[src/rtl/mult32_seq.sv]
// Iterative shift-and-add multiplier producing a 2*DATA_WIDTH product as HI/LO with a zero flag.
// Optional `MULT_EARLY_TERM_EN: leave RUN as soon as the remaining multiplier bits are all zero.
module mult32_seq #(
    parameter int unsigned DATA_WIDTH = 32
) (
    input  logic                  CLK,
    input  logic                  RST,
    input  logic                  START,
    input  logic                  SIGNED,
    input  logic [DATA_WIDTH-1:0] OP1,
    input  logic [DATA_WIDTH-1:0] OP2,
    output logic                  BUSY,
    output logic                  DONE,
    output logic [DATA_WIDTH-1:0] HI,
    output logic [DATA_WIDTH-1:0] LO,
    output logic                  ZERO
);

    localparam int unsigned CW = $clog2(DATA_WIDTH);
    localparam logic [CW-1:0] LAST = CW'(DATA_WIDTH - 1);

    typedef enum logic [1:0] {IDLE, RUN, FIN} state_t;

    state_t                    state, state_nx;
    logic [2*DATA_WIDTH-1:0]   mcand;
    logic [2*DATA_WIDTH-1:0]   acc;
    logic [DATA_WIDTH-1:0]     mplier;
    logic [CW-1:0]             count;
    logic                      neg;
    logic [DATA_WIDTH-1:0]     hi, lo;
    logic                      zero;
    logic                      done;

    logic [DATA_WIDTH-1:0]     mag1, mag2;
    logic [DATA_WIDTH-1:0]     mplier_sh;
    logic [2*DATA_WIDTH-1:0]   acc_add;
    logic [2*DATA_WIDTH-1:0]   res;

    // Magnitudes are unsigned DATA_WIDTH values, so the most negative operand maps cleanly.
    always_comb begin
        mag1      = (SIGNED && OP1[DATA_WIDTH-1]) ? ('0 - OP1) : OP1;
        mag2      = (SIGNED && OP2[DATA_WIDTH-1]) ? ('0 - OP2) : OP2;
        mplier_sh = mplier >> 1;
        acc_add   = mplier[0] ? (acc + mcand) : acc;
        res       = neg ? ('0 - acc) : acc;
    end

    always_comb begin
        state_nx = state;
        case (state)
            IDLE: if (START) state_nx = RUN;
            RUN: begin
`ifdef MULT_EARLY_TERM_EN
                if (count == LAST || mplier_sh == '0) state_nx = FIN;
`else
                if (count == LAST) state_nx = FIN;
`endif
            end
            FIN:     state_nx = IDLE;
            default: state_nx = IDLE;
        endcase
    end

    always_ff @(posedge CLK or negedge RST) begin
        if (!RST) begin
            state  <= IDLE;
            mcand  <= '0;
            acc    <= '0;
            mplier <= '0;
            count  <= '0;
            neg    <= 1'b0;
            hi     <= '0;
            lo     <= '0;
            zero   <= 1'b1;
            done   <= 1'b0;
        end else begin
            state <= state_nx;
            done  <= 1'b0;
            case (state)
                IDLE: begin
                    if (START) begin
                        mcand  <= {{DATA_WIDTH{1'b0}}, mag1};
                        mplier <= mag2;
                        acc    <= '0;
                        count  <= '0;
                        neg    <= SIGNED & (OP1[DATA_WIDTH-1] ^ OP2[DATA_WIDTH-1]);
                    end
                end
                RUN: begin
                    acc    <= acc_add;
                    mcand  <= mcand << 1;
                    mplier <= mplier_sh;
                    count  <= count + CW'(1);
                end
                FIN: begin
                    {hi, lo} <= res;
                    zero     <= ~|res;
                    done     <= 1'b1;
                end
                default: ;
            endcase
        end
    end

    assign BUSY = (state != IDLE);
    assign DONE = done;
    assign HI   = hi;
    assign LO   = lo;
    assign ZERO = zero;

endmodule
[config.mk]
export PLATFORM = sky130hd
export DESIGN_NAME = mult32_seq
export DESIGN_NICKNAME = d
export VERILOG_FILES = /design/src/rtl/mult32_seq.sv
export SDC_FILE = /design/constraint.sdc
export NUM_CORES = 1
export LEC_CHECK = 0
export CAP_MARGIN = 20
export CORE_ASPECT_RATIO = 1.1
export CORE_MARGIN = 1
export CORE_UTILIZATION = 45
export CTS_BUF_LIST = sky130_fd_sc_hd__clkbuf_8
export DETAILED_ROUTE_END_ITERATION = 12
export PLACE_DENSITY = 0.65
export SYNTH_ARGS = -nofsm -noshare
export SYNTH_HDL_FRONTEND = slang
export SYNTH_SLANG_ARGS = --single-unit
[constraint.sdc]
create_clock -name CLK -period 3.6 [get_ports CLK]
set_input_delay 0.9 -clock CLK [delete_from_list [all_inputs] [get_ports CLK]]
set_output_delay 0.9 -clock CLK [all_outputs]
set_load 0.02 [all_outputs]
## Yosys cells after proc, flatten, opt, wreduce, memory -nomap -nowiden

Index checks and enable logic that the tools add are counted.

- Register bits: 234
- Bits of input ports: 68
- Output and inout bits: 67
- Word-level logic and storage cells: 50

- Add/subtract/negate cells: 5
- Eq/ne operators: 6
- Multiplexer cells: 16
- Bitwise operators: 2
- Reductions and logical operators: 11

Operators by type and width:

| kind | number |
|---|---|
| $mux 64 | 4 |
| $pmux 64 s2 | 2 |
| $mux 32 | 3 |
| $add 64x64->64 | 1 |
| $pmux 32 s2 | 1 |
| $reduce_or 64->1 | 1 |
| $sub 1x32->32 const A | 2 |
| $sub 1x64->64 const A | 1 |
| $pmux 5 s2 | 1 |
| $ne 2x2->1 const B | 3 |
| $reduce_and 2->1 | 3 |
| $add 5x1->5 const B | 1 |
| $eq 5x5->1 const B | 1 |
| $mux 5 | 1 |
| $mux 2 | 2 |
| $pmux 2 s2 | 1 |
| $reduce_bool 2->1 | 2 |
| $reduce_and 3->1 | 1 |
| $eq 2x1->1 const B | 1 |
| $eq 2x2->1 const B | 1 |
| $logic_and 1x1->1 | 2 |
| $logic_not 2->1 | 1 |
| $and 1x1->1 | 1 |
| $logic_not 1->1 | 1 |
| other kinds (2) | 2 |

## Depth between registers and ports, before layout

Gate-level depths: netlist of run 1.

- Word-level depth: 4
- Gate-level depth with buffers: 13
- Depth with buffers taken out: 13

## Least setup slack after synthesis of run 1

Ideal clock, no wire load.

- Kind: reg-to-reg
- From: register acc[0]
- To: register acc[58]
- Library setup time: 129 ps
- Data arrival time: 3,119 ps
- Data required time: 3,471 ps
- Path slack: 352 ps
- Stages on the path, launching flop included: 14
- Path buffers: 0
- Clock period less this slack: 3,248 ps
- Cell sequence: dfrtp_1 -> ha_1 -> inv_1 -> fa_1 -> and2b_2 -> o2111ai_2 -> a2111o_1 -> a31oi_2 -> o2111ai_1 -> a2111oi_2 -> nor3_2 -> o31ai_4 -> xnor2_1 -> o21ai_1

- Longest elaborated chain between the ends: 3

RTL lines:

| item | RTL line | text |
|---|---|---|
| start: declaration | 26 | `logic [2*DATA_WIDTH-1:0] acc;` |
| start signal: assignment | 68 | `acc <= '0;` |
| start signal: assignment | 84 | `acc <= '0;` |
| start signal: assignment | 90 | `acc <= acc_add;` |
| $add 64x64->64 | 44 | `acc_add = mplier[0] ? (acc + mcand) : acc;` |
| $mux 64 | 44 |  |
| $pmux 64 s2 | 79 | `case (state)` |

No other way between the ends. The select of a mux whose other input is x is not followed.
A chain may end at the register's enable or synchronous reset.

## Worst setup path after layout of run 1

- From: register mcand[0]
- To: register acc[58]

- Longest elaborated chain between the ends: 3

RTL lines:

| item | RTL line | text |
|---|---|---|
| start: declaration | 25 | `logic [2*DATA_WIDTH-1:0] mcand;` |
| start signal: assignment | 82 | `mcand <= {{DATA_WIDTH{1'b0}}, mag1};` |
| start signal: assignment | 91 | `mcand <= mcand << 1;` |
| $add 64x64->64 | 44 |  |
| $mux 64 | 44 |  |
| $pmux 64 s2 | 79 |  |

No other way between the ends. The select of a mux whose other input is x is not followed.

==> results_dict.tcl, run 1 <==
set metrics [dict create \
    clk_latency_ns 0.57 \
    gr-total-overflow 0 \
    clock-root-buffer "clkbuf_8" \
    clock_path_buffers 3 \
    worstSetupStartpoint "mcand[0]$_DFFE_PN0P_" \
    ant_nets 0 \
    m1WireLength_um 20600 \
    p_leak_nw 8.22 \
    maxSlewViolCount 0 \
    first_pass_iters 5 \
    drc 0 \
    dpl-instance-area_um2 18000 \
    final_cell_area_um2 18900 \
    r2r_end "acc[58]$_DFFE_PN0P_" \
    max_freq_ghz 0.289 \
    r2r-start "mcand[0]$_DFFE_PN0P_" \
    final_nets 2161 \
    ys_seq_area_share_pct 36.9 \
    multi_input_area_um2 9530 \
    grt_pass1_wl_um 71700 \
    min_path_type "input port to asynchronous set/reset pin" \
    drt_iter0_markers 1039 \
    syn_area_per_cell_um2 8.42 \
    vdd_ir_drop_max_v 0.000371 \
    netlist_area_um2 15900 \
    synth-seq-cells 234 \
    worst_pin_slew_ns 1.02 \
    timing_hold_violations_final 0 \
    avgViaCountPerCell 5.77 \
    synth_edf_count 0 \
    crit_arrival_ns 3.87 \
    critPathKind "flop to flop" \
    die_w_um 181 \
    tritoncts "done" \
    cp-start-kind "flop" \
    reg2reg_depth 13 \
    final_common_cell "nand2_1" \
    rrSetupSlack_ns 0.14 \
    cts_setup_buffers 0 \
    cap_viol_max_count 0 \
    die_area_um2 36000 \
    cp_data_required_time_ns 4.01 \
    setup-violations-final 0 \
    gp_congestion 0.955 \
    yosysWarningCount 0 \
    clock_skew_ns 0.0155 \
    drive_gt1_share_pct 9.49 \
    synth_cell_types 93 \
    portBuffers 134 \
    fillers 3279 \
    maxUsedRoutingLayer "met4" \
    grt_pass1_vias 13700 \
    clock-sinks 234 \
    clkSlewWorstSetupHoldPaths_ns 0.06 \
    dr_total_vias 14400 \
    synthCells 1885 \
    area_delta_synth_final_pct 19.3 \
    fin_hold_ws_ns 0.256 \
    coreArea_um2 34500 \
    wirelength_um 43500 \
    status "finished, final reports clean" \
    syn_nets 2023 \
    synthArstFlopShare_pct 100 \
    period_share_pct 96.0 \
    max-slew-margin-rel_pct 32.0 \
    endpoint "acc[58]$_DFFE_PN0P_" \
    htree_levels 2 \
    die_h_um 199 \
    cts_made_buffers 41 \
    hpwl_um 33300 \
    n_antenna_cell 0 \
    ys.flop_type "dfrtp_1" \
    p_per_area_nw_per_um2 883 \
    num_io_pins 135 \
    drt-wirelength-per-cell_um 17.5 \
    start_util_pct 46.0 \
    fin_util_pct 54.9 \
    layout_common_cells "304 x nand2_1, 284 x o21ai_0, 231 x dfrtp_1" \
    wl_met3_um 2480 \
    regArea_um2 5860 \
    grt_max_degree 130 \
    finalSetupTns_ns 0 \
    cp-end-kind "flop" \
    num_rows 71 \
    track_usage_pct 24.6 \
    critPathMaxFanout 3 \
    min_period_ns 3.46 \
    antenna_found_initial 0 \
    wl_met2_um 19600 \
]
-- cell type report --
class / count / share of cell area, %
Tap cell: 438 / 2.89
Inverter: 25 / 0.496
Sequential cell: 234 / 30.9
Clock buffer: 55 / 4.00
Timing Repair Buffer: 211 / 10.6
Multi-Input combinational cell: 1510 / 50.3
Clock inverter: 19 / 0.773
-- synthesized netlist by cell type, types with 11 or more instances --
master,instances,share of area (%)
nand3_1,42,1.3
inv_1,25,0.59
a31oi_1,17,0.67
a21o_1,41,1.9
and2_1,13,0.51
o41ai_1,12,0.66
o31ai_1,29,1.4
xnor2_1,61,3.4
o21ai_0,284,9.0
dfrtp_1,233,37
o21a_1,13,0.62
nand4_1,22,0.87
xor2_1,120,6.6
ha_1,69,5.4
nand2_1,305,7.2
and3_1,24,0.95
a22oi_1,59,2.8
nor4_1,11,0.43
nor3_1,33,1.0
clkbuf_1,104,2.5
or4_1,11,0.52
a21oi_1,94,3.0
nor2_1,74,1.8
or3_1,16,0.63
-- power by group --
part | internal [mW] | switching, mW
logic | 3.84 | 5.54
clock network | 1.51 | 1.13
registers | 3.60 | 1.10
-- repair_timing --
action | 4_1_cts | 5_1_grt
gates resized for setup | 1 | 6
hold buffers | 0 | 0
pin swaps | 0 | 2
endpoints found under the setup margin | 2 | 6
-- through the flow --
stage	std cells	power, mW	setup WS [ns]
after CTS	2491	16.7	0.0253
after global routing	2492	18.1	-0.00389
after floorplan	1885	11.0	0.352
after detailed placement	2417	14.0	-0.0169
after global placement	2417	13.8	0.0186
final	2492	16.7	0.144
-- critical path, cell delays in order (launching register included) --
cell and delay [ns]:
dfrtp_1 0.38, ha_1 0.20, inv_1 0.06, fa_1 0.37, and2b_2 0.25, o2111ai_2 0.13, a2111o_1 0.45, a31oi_4 0.26
o2111ai_2 0.17, a2111oi_2 0.36, nor3_2 0.14, o31ai_4 0.31, xnor2_1 0.16, o21ai_1 0.07
-- per-layer routing --
layer | GRT usage, % | up-vias
li1 | - | 7096
met1 | 34.4 | 6833
met2 | 39.4 | 408
met3 | 3.90 | 51
met4 | 7.03 | 0
met5 | 0 | -
-- sequential cells by signal (all words and copies together), names as in the netlist --
register and flops:
acc 64, mcand 64, HI 32, LO 32
mplier 32, count 5, state 2, DONE 1
ZERO 1, neg 1
-- how the worst min path moves through the flow --
stage,from,to,slack (ns),depth (start not counted)
after detailed placement,HI[8]$_DFFE_PN0P_,HI[8]$_DFFE_PN0P_,0.47,2
final,RST,mplier[9]$_DFFE_PN0P_,0.26,1
after global routing,RST,mplier[9]$_DFFE_PN0P_,0.29,1
after floorplan,count[3]$_DFFE_PN0P_,count[3]$_DFFE_PN0P_,0.45,1
after global placement,HI[5]$_DFFE_PN0P_,HI[5]$_DFFE_PN0P_,0.46,2
after CTS,RST,mplier[9]$_DFFE_PN0P_,0.26,1
-- cell families after synthesis --
kind of cell	synth area share [%]
AOI/OAI and AO/OA	25.1
xor gates and xnor gates	9.99
adders and majority gates	5.57
buffers and inverters	3.46
DFF	36.9
muxes	0.418
and+or+nand+nor	18.6
(Power assumes the default switching activity.)
==> run 2, diff against run 1 <==
CTS_CLUSTER_DIAMETER = 30   (was unset)
==> run 2 against run 1 <==
Sequential power is essentially flat; flip-flop and latch count is the same; utilization grew 0.64 points; via count shrank 0.11%; combinational power is essentially flat; critical path depth is the same; wire length is essentially flat; global-route usage is essentially flat; register-to-register slack is essentially flat; critical path type unchanged; largest cell class unchanged; highest routed layer unchanged.
==> results_dict.tcl, run 2 (synthesized netlist as in run 1, its figures left out) <==
set metrics [dict create \
    status "finished, final reports clean" \
    dpl-instance-area_um2 18000 \
    wirelength_um 43500 \
    fillers 3251 \
    layout_common_cells "304 x nand2_1, 284 x o21ai_0, 231 x dfrtp_1" \
    grt_max_degree 130 \
    cp-start-kind "flop" \
    final_cell_area_um2 19200 \
    wl_met2_um 19600 \
    tritoncts "done" \
    grt_pass1_vias 13700 \
    hpwl_um 33300 \
    reg.largest.list "acc (64), mcand (64)" \
    cts_made_buffers 49 \
    maxUsedRoutingLayer "met4" \
    die_area_um2 36000 \
    drive_gt1_share_pct 10.2 \
    antenna_found_initial 0 \
    final_common_cell "nand2_1" \
    start_util_pct 46.0 \
    dr_total_vias 14400 \
    clk_latency_ns 0.60 \
    area_delta_synth_final_pct 20.7 \
    num_rows 71 \
    cp_slowest_cell "a2111o_1" \
    drt-wirelength-per-cell_um 17.3 \
    final_nets 2169 \
    max_freq_ghz 0.290 \
    worst_pin_slew_ns 1.01 \
    total_power_mw 17.2 \
    cts_setup_buffers 0 \
    crit_top_cell "o2111ai_2" \
    num_io_pins 135 \
    die_w_um 181 \
    cp_data_required_time_ns 4.04 \
    rrSetupSlack_ns 0.15 \
    critPathMaxStageDelay_ns 0.45 \
    max-slew-margin-rel_pct 32.3 \
    min_path_type "input port to asynchronous set/reset pin" \
    ant_nets 0 \
    gr-total-overflow 0 \
    wl_met3_um 2290 \
    p_per_area_nw_per_um2 899 \
    gp_congestion 0.955 \
    clock_skew_ns 0.0263 \
    layout_setup_ws_ns 0.147 \
    clock-sinks 234 \
    avgViaCountPerCell 5.73 \
    m1WireLength_um 20700 \
    clock_path_buffers 3 \
    drc 0 \
    drt_iter0_markers 976 \
    fin_util_pct 55.6 \
    crit_chain "ha_1 > inv_1 > fa_1 > and2b_2 > o2111ai_2 > a2111o_1 > a31oi_4 > o2111ai_2 > a2111oi_2 > nor3_2 > o31ai_4 > xnor2_1 > o21ai_1" \
    timing_hold_violations_final 0 \
    critPathKind "flop to flop" \
    n_antenna_cell 0 \
    worst-path-buf-inv 1 \
    clkSlewWorstSetupHoldPaths_ns 0.06 \
    cp-end-kind "flop" \
    setup-violations-final 0 \
    vdd_ir_drop_max_v 0.000390 \
    portBuffers 134 \
    maxSlewViolCount 0 \
    cap_viol_max_count 0 \
    period_share_pct 95.9 \
    die_h_um 199 \
    p_leak_nw 8.31 \
    min_period_ns 3.45 \
    cts_hold_buf 0 \
    htree_levels 2 \
    first_pass_iters 5 \
    cp_top_family "compound AO/OA/AOI/OAI gates" \
    clock-root-buffer "clkbuf_8" \
    crit_arrival_ns 3.89 \
    coreArea_um2 34500 \
    grt_pass1_wl_um 71600 \
    critPathMaxFanout 3 \
    track_usage_pct 24.6 \
    dp_slack_ns -0.0169 \
]
-- run 2: final timing paths --
check | from | endpoint | cells after the start
setup / recovery | mcand[0]$_DFFE_PN0P_ | acc[58]$_DFFE_PN0P_ | 13
hold / removal | RST | mplier[11]$_DFFE_PN0P_ | 1
setup reg to reg | mcand[0]$_DFFE_PN0P_ | acc[58]$_DFFE_PN0P_ | 13
hold reg to reg | HI[8]$_DFFE_PN0P_ | HI[8]$_DFFE_PN0P_ | 2
max in group asynchronous | RST | ZERO$_DFFE_PN1P_ | 2
min in group CLK | HI[8]$_DFFE_PN0P_ | HI[8]$_DFFE_PN0P_ | 2
-- run 2: routing by layer --
metal	vias up	GRT usage, %
li1	7116	-
met2	379	39.4
met1	6823	34.2
met5	-	0
met3	54	3.99
met4	0	7.03
-- run 2: through the flow --
step	hold WS, ns	std cells	setup TNS, ns
6_report	0.234	2509	0
5_1_grt	0.281	2509	-0.0201
4_1_cts	0.239	2508	0
3_5_place_dp	0.469	2417	-0.0288
3_3_place_gp	0.460	2417	0
2_1_floorplan	0.449	1885	0
-- run 2: layout make-up --
cell class / instances / area (um2) / share of cell area (%)
inverters: 25 / 93.8 / 0.490
well taps: 438 / 548 / 2.86
clock buffers: 57 / 785 / 4.10
multi-input cells: 1510 / 9520 / 49.7
flip-flops and latches: 234 / 5860 / 30.6
clock inverters: 34 / 344 / 1.80
repair buffers: 211 / 2000 / 10.4
-- run 2: repair_timing --
item                                   CTS  global route
endpoints found under the hold margin    0             0
pin swaps                                0             2
setup endpoints to repair                2             4
gates resized for setup                  1             5
-- run 2: report_power, final --
part / switching [mW] / internal (mW)
clock: 1.29 / 1.85
combinational: 5.55 / 3.84
sequential: 1.10 / 3.60
total: 7.94 / 9.29
